$ cat src/rtl/ctrl_mem.sv
// ctrl_mem: arbitrates byte writes, data reads and instruction reads onto one byte-wide RAM port.
// Latency: writes issue in the request cycle; an N-byte read completes with done in cycle N+2.
// Backpressure: per-requester wait outputs; a running read burst stalls every other requester.
module ctrl_mem #(
    parameter int          ADDR_W = 32,
    parameter logic [1:0]  IO_SEL = 2'b11
) (
    input  logic              clk,
    input  logic              rst,
    // data read
    input  logic              read_i,
    input  logic              sign_i,
    input  logic [2:0]        len_i,
    input  logic [ADDR_W-1:0] r_addr_i,
    output logic [31:0]       r_data_o,
    output logic              r_done_o,
    output logic              r_wait_o,
    // instruction read
    input  logic              i_read_i,
    input  logic [ADDR_W-1:0] i_addr_i,
    output logic [31:0]       i_data_o,
    output logic              i_done_o,
    output logic              i_wait_o,
    // byte write
    input  logic              write_i,
    input  logic [ADDR_W-1:0] w_addr_i,
    input  logic [7:0]        w_data_i,
    output logic              w_wait_o,
    output logic              writting_o,
    // RAM
    input  logic [7:0]        mem_din,
    output logic [7:0]        mem_dout,
    output logic [ADDR_W-1:0] mem_a,
    output logic              mem_wr,
    input  logic              io_buffer_full
);

    typedef enum logic [1:0] {IDLE, DREAD, IREAD} state_t;

    state_t              state_q, state_d;
    logic [2:0]          cnt_q, cnt_d;      // bytes received so far
    logic [2:0]          acnt_q, acnt_d;    // addresses issued so far
    logic [2:0]          n_q, n_d;          // burst length in bytes
    logic                sign_q, sign_d;
    logic [ADDR_W-1:0]   base_q, base_d;
    logic [31:0]         asm_q, asm_d;      // little-endian assembly register
    logic [31:0]         data_q, data_d;
    logic                r_done_q, r_done_d;
    logic                i_done_q, i_done_d;

    logic                idle;
    logic                wr_go;
    logic                rd_go;
    logic                ird_go;
    logic [4:0]          byte_pos;
    logic [31:0]         ext_v;

    // Request arbitration: write beats data read beats instruction read, only while idle
    always_comb begin
        idle     = (state_q == IDLE);
        w_wait_o = !idle || ((w_addr_i[17:16] == IO_SEL) && io_buffer_full);
        r_wait_o = !idle || write_i;
        i_wait_o = !idle || write_i || read_i;
        wr_go    = write_i && !w_wait_o && !rst;
        rd_go    = read_i && !r_wait_o;
        ird_go   = i_read_i && !i_wait_o;
    end

    // Next-state: latch the request on acceptance, then issue addresses and collect bytes
    always_comb begin
        state_d  = state_q;
        cnt_d    = cnt_q;
        acnt_d   = acnt_q;
        n_d      = n_q;
        sign_d   = sign_q;
        base_d   = base_q;
        asm_d    = asm_q;
        data_d   = 32'd0;
        r_done_d = 1'b0;
        i_done_d = 1'b0;
        byte_pos = {cnt_q[1:0], 3'b000};
        ext_v    = 32'd0;
        case (state_q)
            IDLE: begin
                if (rd_go) begin
                    state_d = DREAD;
                    base_d  = r_addr_i;
                    sign_d  = sign_i;
                    cnt_d   = 3'd0;
                    acnt_d  = 3'd0;
                    asm_d   = 32'd0;
                    case (len_i)
                        3'd1:    n_d = 3'd1;
                        3'd2:    n_d = 3'd2;
                        default: n_d = 3'd4;
                    endcase
                end else if (ird_go) begin
                    state_d = IREAD;
                    base_d  = i_addr_i;
                    sign_d  = 1'b0;
                    cnt_d   = 3'd0;
                    acnt_d  = 3'd0;
                    asm_d   = 32'd0;
                    n_d     = 3'd4;
                end
            end
            default: begin
                if (r_done_q || i_done_q) begin
                    // done cycle: result is on the outputs, go back to idle
                    state_d = IDLE;
                end else begin
                    if (acnt_q < n_q) begin
                        acnt_d = acnt_q + 3'd1;
                    end
                    // a byte requested last cycle is on mem_din now
                    if (acnt_q != cnt_q) begin
                        asm_d[byte_pos +: 8] = mem_din;
                        cnt_d = cnt_q + 3'd1;
                        if (cnt_q + 3'd1 == n_q) begin
                            case (n_q)
                                3'd1:    ext_v = sign_q ? {{24{asm_d[7]}}, asm_d[7:0]}
                                                        : {24'd0, asm_d[7:0]};
                                3'd2:    ext_v = sign_q ? {{16{asm_d[15]}}, asm_d[15:0]}
                                                        : {16'd0, asm_d[15:0]};
                                default: ext_v = asm_d;
                            endcase
                            data_d   = ext_v;
                            r_done_d = (state_q == DREAD);
                            i_done_d = (state_q == IREAD);
                        end
                    end
                end
            end
        endcase
    end

    // State registers, cleared asynchronously so a reset mid-burst drops the read
    always_ff @(posedge clk or posedge rst) begin
        if (rst) begin
            state_q  <= IDLE;
            cnt_q    <= 3'd0;
            acnt_q   <= 3'd0;
            n_q      <= 3'd0;
            sign_q   <= 1'b0;
            base_q   <= '0;
            asm_q    <= 32'd0;
            data_q   <= 32'd0;
            r_done_q <= 1'b0;
            i_done_q <= 1'b0;
        end else begin
            state_q  <= state_d;
            cnt_q    <= cnt_d;
            acnt_q   <= acnt_d;
            n_q      <= n_d;
            sign_q   <= sign_d;
            base_q   <= base_d;
            asm_q    <= asm_d;
            data_q   <= data_d;
            r_done_q <= r_done_d;
            i_done_q <= i_done_d;
        end
    end

    // RAM port mux: write passes straight through, burst addresses come from the latched base
    always_comb begin
        mem_a      = '0;
        mem_dout   = 8'd0;
        mem_wr     = 1'b0;
        writting_o = 1'b0;
        if (wr_go) begin
            mem_a      = w_addr_i;
            mem_dout   = w_data_i;
            mem_wr     = 1'b1;
            writting_o = 1'b1;
        end else if (!idle && !r_done_q && !i_done_q && (acnt_q < n_q)) begin
            mem_a = base_q + ADDR_W'(acnt_q);
        end
    end

    // Result ports carry data only during their done pulse
    always_comb begin
        r_done_o = r_done_q;
        i_done_o = i_done_q;
        r_data_o = r_done_q ? data_q : 32'd0;
        i_data_o = i_done_q ? data_q : 32'd0;
    end

endmodule

$ cat config.mk
export PLATFORM = sky130hd
export DESIGN_NAME = ctrl_mem
export DESIGN_NICKNAME = d
export VERILOG_FILES = /design/src/rtl/ctrl_mem.sv
export SDC_FILE = /design/constraint.sdc
export NUM_CORES = 1
export LEC_CHECK = 0
export ABC_AREA = 0
export CORE_UTILIZATION = 46
export DETAILED_ROUTE_END_ITERATION = 8
export PLACE_DENSITY = 0.82
export RECOVER_POWER = 25
export SLEW_MARGIN = 10
export SYNTH_ARGS = -nofsm -noshare
export SYNTH_HDL_FRONTEND = slang
export SYNTH_SLANG_ARGS = --single-unit
$ cat constraint.sdc
create_clock -name clk -period 4.97 [get_ports clk]
set_input_delay 1.2425 -clock clk [delete_from_list [all_inputs] [get_ports clk]]
set_output_delay 1.2425 -clock clk [all_outputs]
set_load 0.02 [all_outputs]
==> results of run 1 <==
metrics by stage:
step	hold WS [ps]	power, mW	instances	util (%)	cell area [sq um]
2_1_floorplan	442	2.16	760	-	6540
3_3_place_gp	455	2.65	1134	64.5	8950
3_5_place_dp	463	2.68	1134	64.5	8950
4_1_cts	480	3.43	1150	66.7	9260
5_1_grt	505	3.63	1150	66.8	9270
6_report	478	3.43	1150	66.8	9270
registers in the layout, indices dropped and copies added (netlist names):
name	flops
acnt_q	3
asm_q	32
base_q	32
cnt_q	3
data_q	32
i_done_o	1
n_q	3
r_done_o	1
sign_q	1
state_q	2
cells in the final DEF, fill, tap and decap left out, types with 2 or more instances in the layout:
cell,synthesis,final
clkdlybuf4s50_1,0,230
nand2b_1,4,4
nor2b_1,35,35
dfrtp_1,110,110
nand2_1,123,123
xnor2_1,24,24
o211ai_1,3,3
nor2_1,49,49
nor4bb_1,2,2
nor3_1,5,5
nor4b_2,2,3
a22oi_1,2,2
clkinv_2,0,2
o21bai_1,3,3
a21oi_1,46,46
and2_2,2,2
a21o_1,2,2
xor2_1,14,14
o22ai_1,2,2
clkbuf_16,0,9
nor3b_1,4,3
nand4_1,9,9
nor4_2,6,6
buf_4,3,9
ha_1,10,10
inv_1,12,11
dlygate4sd3_1,0,2
o21ai_1,9,8
o21ai_0,47,47
nand3_1,10,10
or2_2,2,2
mux2i_1,2,2
and3_2,4,4
a31oi_1,33,33
a22o_1,26,26
and3_1,3,3
and2_1,82,82
and2_0,2,2
area by class of cell:
cell class,count,area (sq um),share of cell area [%]
inverters,13,50.0,0.540
clock buffers,9,225,2.43
multi-input cells,589,3540,38.2
flip-flops and latches,110,2750,29.7
repair buffers,242,2390,25.8
well taps,180,225,2.43
clock inverters,7,83.8,0.904
cells by family after synthesis:
family                   Yosys count  share of synthesized area, %
adder cells (fa/ha/maj)           11                          2.22
buffers and inverters             61                          4.00
AND/OR/NAND/NOR                  357                          29.3
multiplexers                       2                         0.306
XOR/XNOR                          38                          5.09
AO/OA/AOI/OAI                    181                          17.0
flip-flops                       110                          42.1
power by group through the flow:
stage / sequential [mW] / combinational (mW) / clock [mW]
2_1_floorplan: 1.16 / 1.00 / 0
3_5_place_dp: 1.20 / 1.47 / 0
6_report: 1.19 / 1.50 / 0.743
4_1_cts: 1.19 / 1.49 / 0.753
3_3_place_gp: 1.19 / 1.45 / 0
5_1_grt: 1.21 / 1.63 / 0.793
worst max-delay path: stages (launching register included):
cell and delay, ps:
dfrtp_1 480, ha_1 240, inv_1 60, fa_1 410, nor2b_1 170, or2_2 210
nand4_1 230, or4_1 480, nand3_1 100, clkdlybuf4s50_1 610
per-layer routing:
layer	share of wire (%)	vias to the layer above	GRT usage [%]
li1	-	3025	-
met1	44	3018	35.8
met4	2.2	0	9.26
met5	0	-	0
met2	47	252	40.5
met3	6.6	32	3.76
how the worst min path moves through the flow:
stage	endpoint	startpoint	slack (ps)
CTS	asm_q[12]	asm_q[12]	480
global placement	asm_q[7]	asm_q[7]	450
global route	asm_q[21]	asm_q[21]	510
detailed placement	asm_q[9]	asm_q[9]	460
finish	asm_q[12]	asm_q[12]	480
floorplan	asm_q[10]	asm_q[10]	440
==> qor.yml, run 1 <==
power_and_ir_drop:
  peakVddDrop_v: 0.000213
  total_leakage_power_nw: 3.77
  intPower_mw: 2.09
  switchingPower_mw: 1.34
  p_sw_share_pct: 39.0
  pwr-share-clk_pct: 21.7
  p_seq_share_pct: 34.6
  powerDensity_nw_per_um2: 370
  comb_power_share_pct: 43.7
detailed_routing:
  vias_per_cell: 5.50
  drt_iter0_drc: 453
  dr_total_vias: 6327
  wl_per_cell_um: 16.2
  finalWirelength_um: 18600
  post-route-drc-count: 0
  ant_nets: 0
  firstDrtPassIters: 6
timing:
  fmax_mhz: 219
  rsz0062_at_grt: "false"
  drv_slew: 59
  hold_viol_final: 0
  fin_crit_sh_pct: 92.1
  relSlewSlack_pct: -74.3
  post-route-min-period_ps: 4580
  fin_worst_skew_ps: 9.95
  tightest_slew_ps: 2600
  tns_ps: 0
  setup_slack_ps: 394
  finalSetupViolCount: 0
clock_tree:
  cts_max_path_buffers: 2
  cts_tree: "done"
  post-cts-setup-buffer-count: 0
  clock-root-buffer: "clkbuf_16"
  clock_sinks: 110
  clk_pin_slew_ps: 70
  numCtsBuffers: 9
  insertion_delay_ps: 350
  ctsHtreeMaxLevel: 3
  postCtsHoldBufs: 0
  post_cts_resized: 0
synthesis:
  yosysSeqAreaShare_pct: 42.1
  synth_commonest_cells: "nand2_1, dfrtp_1, and2_1"
  syn_area_sq_um: 6540
  synth_seq_cells: 110
  synth_area_per_cell_sq_um: 8.60
  synthTopCellsByArea: "dfrtp_1, and2_1, nand2_1, o21ai_0, a21oi_1"
  ys.flop_type: "dfrtp_1"
  synth_nets: 893
  ys_types: 61
  synth_top_area_share_pct: 42.1
  synth_edf_count: 0
  synth.most_common_cell: "nand2_1"
  synthCells: 760
  synth_area_leader_cell: "dfrtp_1"
  synth_warnings: 0
  async_flop_share_pct: 100
setup_path:
  crit_arrival_ps: 3330
  r2r-end: "asm_q[23]"
  crit_path_end: "mem_a[30]"
  r2r-start: "cnt_q[0]"
  required_ps: 3730
  reg2reg_depth: 5
  cp_max_fo: 6
  rrSetupSlack_ps: 1870
  cp-startpoint: "acnt_q[0]"
  endpoint_kind: "output pin"
  crit_path_start_kind: "register"
  criticalPathCategory: "register to output pin"
floorplanning:
  core_sq_um: 13900
  die-height_um: 121
  die_x_um: 121
  row_count: 43
  io_pins: 233
  start_util_pct: 47.1
  die_area_sq_um: 14700
hold_path:
  worst_hold_path_type: "register to register"
  hold_path_depth: 2
outcome:
  status: "finished, violations left"
  violations: "capacitance limit, slew limit"
grt:
  grt_start_max_net_pins: 67
  grt_overflow: 0
  grt_pass1_vias: 5683
  grtUsageTotal_pct: 25.7
  grt_pass1_wl_um: 29300
  antenna_found_initial: 0
place:
  gp_congestion: 0.871
  preCtsSetupSlack_ps: 583
  dp_hpwl_um: 13900
  io_buffers: 232
finish:
  diodes: 0
  areaGrowthSynthToFinish_pct: 41.8
  fill_cells: 1136
  drive_gt1_share_pct: 5.67
  fin_nets: 1098
job:
  maxCapViolations: 1
Power figures use the tool's default switching activity.
==> run 2: changes to the inputs <==
- CORE_UTILIZATION: 46 -> 50
- DONT_BUFFER_PORTS: default -> 1
- PLACE_DENSITY: 0.82 -> default
==> qor.yml, run 2 (synthesized netlist as in run 1, its figures left out) <==
power_and_ir_drop:
  peakVddDrop_v: 0.000225  # was 0.000213 V
  total_leakage_power_nw: 2.91  # was 3.77 nW
  pwr-share-clk_pct: 23.6  # was 21.7%
  intPower_mw: 1.88  # was 2.09 mW
  p_sw_share_pct: 40.5  # was 39.0%
  p_seq_share_pct: 37.4  # was 34.6%
  switchingPower_mw: 1.28  # was 1.34 mW
  comb_power_share_pct: 38.9  # was 43.7%
  powerDensity_nw_per_um2: 458  # was 370 nW/um^2
setup_path:
  crit_arrival_ps: 3020  # was 3330 ps
  rrSetupSlack_ps: 2060  # was 1870 ps
  cp_max_fo: 34  # was 6
  required_ps: 3730  # about the same
  endpoint_kind: "output pin"  # unchanged
  crit_path_start_kind: "register"  # unchanged
  criticalPathCategory: "register to output pin"  # unchanged
clock_tree:
  clock_sinks: 110  # unchanged
  clock-root-buffer: "clkbuf_16"  # unchanged
  numCtsBuffers: 9  # unchanged
  insertion_delay_ps: 360  # was 350 ps
  post_cts_resized: 0  # unchanged
  ctsHtreeMaxLevel: 3  # unchanged
  postCtsHoldBufs: 0  # unchanged
  clk_pin_slew_ps: 80  # was 70 ps
  cts_tree: "done"  # unchanged
  post-cts-setup-buffer-count: 0  # unchanged
  cts_max_path_buffers: 2  # unchanged
finish:
  drive_gt1_share_pct: 7.33  # was 5.67%
  fill_cells: 1198  # was 1136
  areaGrowthSynthToFinish_pct: 5.88  # was 41.8%
  final_cell_mix: "nand2_1, dfrtp_1, and2_1"  # was clkdlybuf4s50_1, nand2_1, dfrtp_1
  diodes: 0  # unchanged
  fin_nets: 865  # was 1098
  top_regs: "asm_q: 32 flops, base_q: 32 flops, data_q: 32 flops"  # unchanged
  final_common_cell: "nand2_1"  # was clkdlybuf4s50_1
grt:
  grt_start_max_net_pins: 75  # was 67
  grtUsageTotal_pct: 24.9  # was 25.7%
  antenna_found_initial: 0  # unchanged
  grt_pass1_wl_um: 25600  # was 29300 um
  grt_overflow: 0  # unchanged
  grt_pass1_vias: 4875  # was 5683
timing:
  rsz0062_at_grt: "false"  # unchanged
  finalSetupViolCount: 0  # unchanged
  relSlewSlack_pct: -86.9  # was -74.3%
  fin_crit_sh_pct: 85.8  # was 92.1%
  timing.hold.ws_ps: 479  # was 478 ps
  tightest_slew_ps: 2800  # was 2600 ps
  hold_viol_final: 0  # unchanged
  fin_worst_skew_ps: 6.05  # was 9.95 ps
  fmax_mhz: 234  # was 219 MHz
  drv_slew: 75  # was 59
  tns_ps: 0  # unchanged
  post-route-min-period_ps: 4260  # was 4580 ps
floorplanning:
  start_util_pct: 51.6  # was 47.1%
  die_area_sq_um: 13500  # was 14700 sq um
  io_pins: 233  # unchanged
  row_count: 41  # was 43
  die_x_um: 116  # was 121 um
  die-height_um: 116  # was 121 um
  core_sq_um: 12700  # was 13900 sq um
detailed_routing:
  ant_nets: 0  # unchanged
  dr_total_vias: 5301  # was 6327
  firstDrtPassIters: 5  # was 6
  finalWirelength_um: 16500  # was 18600 um
  vias_per_cell: 5.83  # was 5.50
  post-route-drc-count: 0  # unchanged
  wl_per_cell_um: 18.1  # was 16.2 um
  drt_iter0_drc: 385  # was 453
place:
  dp_hpwl_um: 12000  # was 13900 um
  gp_congestion: 0.827  # was 0.871
  io_buffers: 0  # was 232
outcome:
  status: "finished, violations left"  # unchanged
  violations: "capacitance limit, slew limit"  # unchanged
job:
  maxCapViolations: 1  # unchanged
hold_path:
  worst_hold_path_type: "register to register"  # unchanged
## run 2: layout make-up
class,instances,area (sq um),area share [%]
sequential,110,2750,39.8
clock inverter,7,77.6,1.12
tap,172,215,3.11
inverter,13,48.8,0.705
timing repair buffer,9,65.1,0.940
multi-input combinational,589,3540,51.1
clock buffer,9,225,3.25
## run 2: critical path, stage by stage (launching register included)
cell and delay (ps):
dfrtp_1 730, or2_1 420, nor2_1 320, nand2_1 300
buf_4 300, o21ai_0 580
## run 2: routing by layer
metal	GRT usage [%]	wire, um	vias up
li1	-	-	2542
met1	33.1	7280	2547
met2	41.1	8010	193
met3	3.89	855	19
met4	9.32	307	0
met5	0	0	-
## run 2: per-stage QoR
step                setup slack (ps)  instance area [sq um]  util, %  cells  power (mW)
finish                           705                   6920     54.6    909        3.17
global route                     363                   6920     54.6    909        3.36
CTS                              677                   6920     54.6    909        3.18
detailed placement              1070                   6620     52.2    893        2.43
global placement                1190                   6620     52.2    893        2.40
floorplan                        825                   6540        -    760        2.16
## run 2: worst paths after layout
check | startpoint | endpoint | cells past startpoint
min in group asynchronous | rst | base_q[16] | 1
min | asm_q[11] | asm_q[11] | 2
max | i_done_o | mem_a[22] | 5
min reg2reg | asm_q[11] | asm_q[11] | 2
max reg2reg | i_done_o | data_q[15] | 4
max in group asynchronous | rst | asm_q[13] | 2
## run 2: power groups by stage
stage / sequential, mW / combinational [mW] / clock [mW]
6_report: 1.19 / 1.23 / 0.749
5_1_grt: 1.21 / 1.36 / 0.794
4_1_cts: 1.18 / 1.23 / 0.758
3_5_place_dp: 1.20 / 1.23 / 0
3_3_place_gp: 1.19 / 1.21 / 0
2_1_floorplan: 1.16 / 1.00 / 0
